`src/rtl/systolic_ctrl.sv`:
```
// Sequencer for a ROWS x COLS systolic array: runs one pass of inner length K,
// issuing skewed operand feed enables and a diagonal wavefront of PE enables.
module systolic_ctrl #(
   parameter int ROWS = 4,
   parameter int COLS = 4,
   parameter int K_W  = 8
) (
   input  logic                 clk,
   input  logic                 rst,
   input  logic                 start,
   input  logic [K_W-1:0]       k_len,
   input  logic                 abort,
   output logic [ROWS*COLS-1:0] op,
   output logic [ROWS-1:0]      a_en,
   output logic [COLS-1:0]      b_en,
   output logic                 busy,
   output logic                 done
);

   // state | meaning
   // IDLE  | waiting for start; done may pulse here for one cycle
   // RUN   | cnt walks 0 .. K+ROWS+COLS-3 driving the wavefront

   // Counter must reach Kmax+ROWS+COLS-3 and also hold i+j+K for the compares.
   localparam int CW = $clog2((2**K_W) + ROWS + COLS);

   typedef enum logic {IDLE, RUN} state_t;

   state_t         state, state_nxt;
   logic [CW-1:0]  cnt, cnt_nxt;
   logic [K_W-1:0] k_reg, k_nxt;
   logic           done_nxt;
   logic [CW-1:0]  k_ext;
   logic [CW-1:0]  last_cnt;

   assign k_ext    = CW'(k_reg);
   // K >= 1 whenever in RUN, so the subtraction never underflows there.
   assign last_cnt = k_ext + CW'(ROWS + COLS - 2) - CW'(1);

   // State, counter, latched K and registered done pulse.
   always_ff @(posedge clk) begin
      if (rst) begin
         state <= IDLE;
         cnt   <= '0;
         k_reg <= '0;
         done  <= 1'b0;
      end else begin
         state <= state_nxt;
         cnt   <= cnt_nxt;
         k_reg <= k_nxt;
         done  <= done_nxt;
      end
   end

   // Next-state: start accepted only in IDLE; abort beats final count.
   always_comb begin
      state_nxt = state;
      cnt_nxt   = cnt;
      k_nxt     = k_reg;
      done_nxt  = 1'b0;
      case (state)
         IDLE: begin
            if (start) begin
               if (k_len != '0) begin
                  state_nxt = RUN;
                  cnt_nxt   = '0;
                  k_nxt     = k_len;
               end else begin
                  done_nxt = 1'b1;
               end
            end
         end
         RUN: begin
            if (abort) begin
               state_nxt = IDLE;
               cnt_nxt   = '0;
            end else if (cnt == last_cnt) begin
               state_nxt = IDLE;
               cnt_nxt   = '0;
               done_nxt  = 1'b1;
            end else begin
               cnt_nxt = cnt + CW'(1);
            end
         end
         default: begin
            state_nxt = IDLE;
            cnt_nxt   = '0;
         end
      endcase
   end

   // Enable decode from registered state/cnt only: window [offset, offset+K-1].
   always_comb begin
      op   = '0;
      a_en = '0;
      b_en = '0;
      busy = (state == RUN);
      if (state == RUN) begin
         for (int i = 0; i < ROWS; i++) begin
            a_en[i] = (cnt >= CW'(i)) && (cnt < CW'(i) + k_ext);
            for (int j = 0; j < COLS; j++) begin
               op[i*COLS+j] = (cnt >= CW'(i + j)) && (cnt < CW'(i + j) + k_ext);
            end
         end
         for (int j = 0; j < COLS; j++) begin
            b_en[j] = (cnt >= CW'(j)) && (cnt < CW'(j) + k_ext);
         end
      end
   end

endmodule

```
`config.mk`:
```
export PLATFORM = sky130hd
export DESIGN_NAME = systolic_ctrl
export DESIGN_NICKNAME = d
export VERILOG_FILES = /design/src/rtl/systolic_ctrl.sv
export SDC_FILE = /design/constraint.sdc
export NUM_CORES = 1
export LEC_CHECK = 0
export BUFFER_PORTS_ARGS = -buffer_cell sky130_fd_sc_hd__buf_2
export CAP_MARGIN = 40
export CORE_UTILIZATION = 58
export CTS_CLUSTER_DIAMETER = 30
export DETAILED_ROUTE_END_ITERATION = 12
export PLACE_DENSITY = 0.8
export SYNTH_ARGS = -nofsm -noshare
export SYNTH_HDL_FRONTEND = slang
export SYNTH_SLANG_ARGS = --single-unit
```
`constraint.sdc`:
```
create_clock -name clk -period 3.6 [get_ports clk]
set_input_delay 0.36 -clock clk [delete_from_list [all_inputs] [get_ports clk]]
set_output_delay 0.36 -clock clk [all_outputs]
set_load 0.05 [all_outputs]
```
### Word-level counts from Yosys, hierarchy flattened

Cells that the tools add are included.

* mux-type cells: 17
* bitwise logic cells: 1
* order comparisons: 14
* reduce and logical (&&, ||, !) cells: 10
* equal/unequal tests: 3
* $add $sub $neg: 8

Operators by type and width (count)
* < comparator 9 bit: 6
* 2-to-1 mux 9 bit: 4
* adder 3 x 8 -> 9 bit, first input constant: 3
* greater-or-equal comparator 9 x 3 -> 1 bit, second input constant: 3
* adder 2 x 8 -> 9 bit, first input constant: 2
* greater-or-equal comparator 9 x 1 -> 1 bit, second input constant: 2
* greater-or-equal comparator 9 x 2 -> 1 bit, second input constant: 2
* one-hot mux 9 bit (2 select lines): 1
* 2-to-1 mux 16 bit: 1
* adder 1 x 8 -> 9 bit, first input constant: 1
* adder 9 x 1 -> 9 bit, second input constant: 1
* == test 9 bit: 1
* < comparator 9 x 8 -> 1 bit: 1
* subtractor 9 x 1 -> 9 bit, second input constant: 1
* 2-to-1 mux 1 bit: 8
* nonzero test 8 bit: 1
* logical AND 1 bit: 7
* 2-to-1 mux 4 bit: 1
* inequality test 2 bit, second input constant: 2
* one-hot mux 1 bit (2 select lines): 2
* AND reduction 3 bit: 1
* AND reduction 2 bit: 1
* NOT 1 bit: 1

* register bits: 19
* output and inout port bits: 26
* logic and storage cells: 57
* input bits: 12

### Logic depth before layout (Yosys ltp)

* depth in word-level cells: 6
* depth in mapped cells: 13
* mapped depth without buffers: 11

### Worst setup path after synthesis

No wires, ideal clock.

* kind: reg-to-output
* start: register k_reg[1]
* end: output port b_en[0]
* required time: 3.240 ns
* stages on the path, launching flop included: 12
* slack: -1.844 ns
* data arrival time: 5.084 ns
* path buffers: 1
* path through: dfxtp_1 > inv_1 > ha_1 > nor2b_1 > o21a_1 > o21a_1 > o21a_1 > o21a_1 > o21ai_0 > nand2b_1 > a2111oi_0 > buf_4

* longest elaborated chain between the ends: 3

RTL lines
* start, declared: line 31 `logic [K_W-1:0] k_reg, k_nxt;`
* start signal, assigned: line 50 `k_reg <= k_nxt;`
* < comparator 9 x 8 -> 1 bit
* logical AND 1 bit
* 2-to-1 mux 4 bit
* end, declared: line 15 `output logic [COLS-1:0] b_en,`

Every way passes these cells.

### Worst setup path in the final report

* start: register k_reg[0]
* end: output port b_en[1]

* longest elaborated chain between the ends: 4

RTL lines
* adder 1 x 8 -> 9 bit: line 106 `b_en[j] = (cnt >= CW'(j)) && (cnt < CW'(j) + k_ext);`
* < comparator 9 bit: line 106
* logical AND 1 bit: line 106
* 2-to-1 mux 4 bit: line 98 `if (state == RUN) begin`

Every way passes these cells.

==> out/results.tsv <==
stage	metric	value	unit
status	run_status	completed	
setup_path	cp-endpoint	b_en[1]	
logic_synthesis	postSynthCellCount	381	
logic_synthesis	synth_area	3105	um2
cts	post_cts_buffers	0	
sta	final_hold_viol_count	0	
setup_path	critPathArrivalTime	3.05	ns
pwr	power	614.8	uW
setup_path	r2r-end	cnt[6]	
sta	fin_crit_sh	94.68	%
cts	cts_buffers	3	
global_routing	grt_pass1_wl	12.11	mm
drt	drtPass1Iterations	4	
setup_path	crit_path_end_kind	output pin	
cts	clk_pin_slew_worst_paths	0.07	ns
floorplan	ios	38	
placement	portBuffers	37	
logic_synthesis	yosysUniqueCellTypes	58	
sta	tightest_slew	0.8164	ns
logic_synthesis	synth_xor_area_share	12.45	%
logic_synthesis	synth_mux_area_share	0	%
floorplan	die_y	75.17	um
setup_path	critPathLaunchType	flip-flop	
global_routing	first_global_vias	2619	
global_routing	track_usage	28.39	%
placement	dpl-instance-area	3274	um2
logic_synthesis	yosys.area_share.simple	19.02	%
cts	clk_path_buf_depth	2	
cells_and_area	multi_input_area	2499	um2
sta	min_period	3.408	ns
drt	vias	2790	
setup_path	required	3.24	ns
drt	drcViolationCount	0	
global_routing	grt_max_degree	15	
cts	htreeDepth	1	
sta	finClkSkew	0.004162	ns
logic_synthesis	synth_top_family_by_area	adder cells	
cells_and_area	area_delta_synth_final	8.300	%
global_routing	antenna_found_initial	0	
setup_path	r2r-start	k_reg[2]	
pwr	powerDensity	182.8	nW/um2
floorplan	die_x	75.17	um
sta	fmax	293.4	MHz
floorplan	core	5140	um2
placement	hpwl	5.964	mm
pwr	leakagePower	0.001571	uW
logic_synthesis	async_flop_share	0	%
logic_synthesis	synth-compound-area-share	20.43	%
cells_and_area	fillers	469	
floorplan	num_rows	26	
drt	routedWlPerCell	16.22	um
cts	clk_latency	0.27	ns
placement	place.gp.congestion	0.9890	
setup_path	cp-startpoint	k_reg[0]	
cells_and_area	largest_reg_flops	9	
cts	cts_hold_buffers	0	
logic_synthesis	synth_most_common_cell	ha_1	
drt	wirelength	7.605	mm
logic_synthesis	ys_ff_latch	19	
setup_path	r2r_slack	0.70	ns
sta	maxSlewViolCount	0	
floorplan	dieArea	5651	um2
cells_and_area	stdcell_area	3363	um2
logic_synthesis	yosysWarnings	0	
logic_synthesis	synth_area_per_cell	8.151	um2
cells_and_area	fin_nets	478	
cts	cts.sinks	19	
job	maxCapViolCount	0	
logic_synthesis	synth_top_area_share	26.59	%
sta	rsz0062_at_grt	no	
global_routing	grt.overflow.total	0	
sta	finalSetupViolCount	0	
drt	avgViaCountPerCell	5.949	
setup_path	crit_fanout	8	
logic_synthesis	synth_commonest_cells	66 x ha_1, 39 x nand2_1, 37 x xnor2_1, 20 x a21oi_1, 20 x inv_1	
logic_synthesis	synth_fa_ha_area_share	26.59	%
cts	cts_resized	0	
setup_path	critPathKind	flip-flop to output pin	
drt	dr.first_iter.drc_count	129	
logic_synthesis	synth_edf_count	0	
cells_and_area	insertedDiodeCount	0	
cts	cts_tree	done	
logic_synthesis	synth_top_cell_by_area	ha_1	
cells_and_area	layout-drive-gt1-share	17.29	%
floorplan	initial_core_util	60.42	%
logic_synthesis	synth_area_leaders	ha_1 27%, dfxtp_1 12%, xnor2_1 10%	
cts	root_buffer	clkbuf_8	
sta	relSlewSlack	44.17	%
logic_synthesis	ys.flop_type	dfxtp_1	
logic_synthesis	seq_area_frac_synth	12.25	%
sta	setup_tns	0	ns
pwr	vdd_ir_drop_max	0.2337	mV
logic_synthesis	syn_nets	459	
setup_path	reg2reg_depth	10	
cells_and_area	regArea	385.4	um2
min_path	hp-class	primary input to flip-flop	
drt	antenna_left	0	
-- where the power goes --
group / internal, uW / switching (uW)
sequential: 217 / 14.6
combinational: 93.6 / 134
clock: 77.3 / 78.4
total: 388 / 227
-- cells in the final DEF (no fill, tap or decap), types with 3 or more instances in the layout --
cell / n
nand2b_1: 8
buf_4: 13
ha_1: 66
nand4_1: 3
nor3_1: 4
inv_1: 20
a211oi_1: 3
xnor2_1: 36
clkbuf_8: 3
buf_2: 27
o21a_1: 10
o21ai_0: 9
and3_1: 4
o21bai_1: 4
nor2_1: 18
clkbuf_4: 4
nor4_1: 5
a21oi_1: 19
a21o_1: 19
nand3_1: 9
dfxtp_1: 17
nor2b_1: 8
nand2_1: 39
-- critical path, stage by stage, from the launching register on --
cell,delay (ns)
dfxtp_2,0.41
inv_1,0.10
ha_1,0.31
inv_1,0.05
ha_1,0.30
a21o_1,0.20
a21o_1,0.18
a21o_1,0.17
a21o_1,0.18
a21o_1,0.19
a21o_1,0.18
a31oi_2,0.22
buf_2,0.30
-- through the flow --
stage	std cells	setup WS (ns)	hold WS, ns	util, %
2_1_floorplan	381	0.05834	0.4960	-
3_3_place_gp	465	0.3853	0.5461	63.71
3_5_place_dp	465	0.2902	0.5525	63.71
4_1_cts	469	0.007620	0.3483	64.61
5_1_grt	469	0.009348	0.3543	65.43
6_report	469	0.1917	0.3437	65.43
-- worst min path at each step --
stage / from / cells past startpoint / slack, ns / to
finish: k_len[4] / 3 / 0.34 / k_reg[4]
global route: k_len[3] / 3 / 0.35 / k_reg[3]
CTS: k_len[4] / 3 / 0.35 / k_reg[4]
detailed placement: k_reg[0] / 2 / 0.55 / k_reg[0]
global placement: k_reg[0] / 2 / 0.55 / k_reg[0]
floorplan: k_len[3] / 2 / 0.50 / k_reg[3]
-- routing by layer --
metal  global-route usage, %  wire, um  up-vias
li1                        -         -     1375
met1                   36.80      3523     1321
met2                   46.25      3544       73
met3                   3.481       293       21
met4                   14.81       243        0
met5                       0         0        -
-- logic make-up (layout without fill, tap and decap cells) --
family                   Yosys count  count (layout)
adder cells (fa/ha/maj)           66              66
AND/OR/NAND/NOR                  113             113
XOR/XNOR                          41              41
buffers and inverters             52              70
flip-flops                        19              19
AO/OA/AOI/OAI                     90              90
-- area by class of cell --
class / count / share of cell area, %
clock buffer: 3 / 1.228
tap: 70 / 2.604
clock inverter: 1 / 0.1488
multi-input combinational: 310 / 74.29
sequential: 19 / 11.46
inverter: 22 / 2.455
timing repair buffer: 44 / 7.812
No activity file was read; power rests on OpenSTA's default activity.
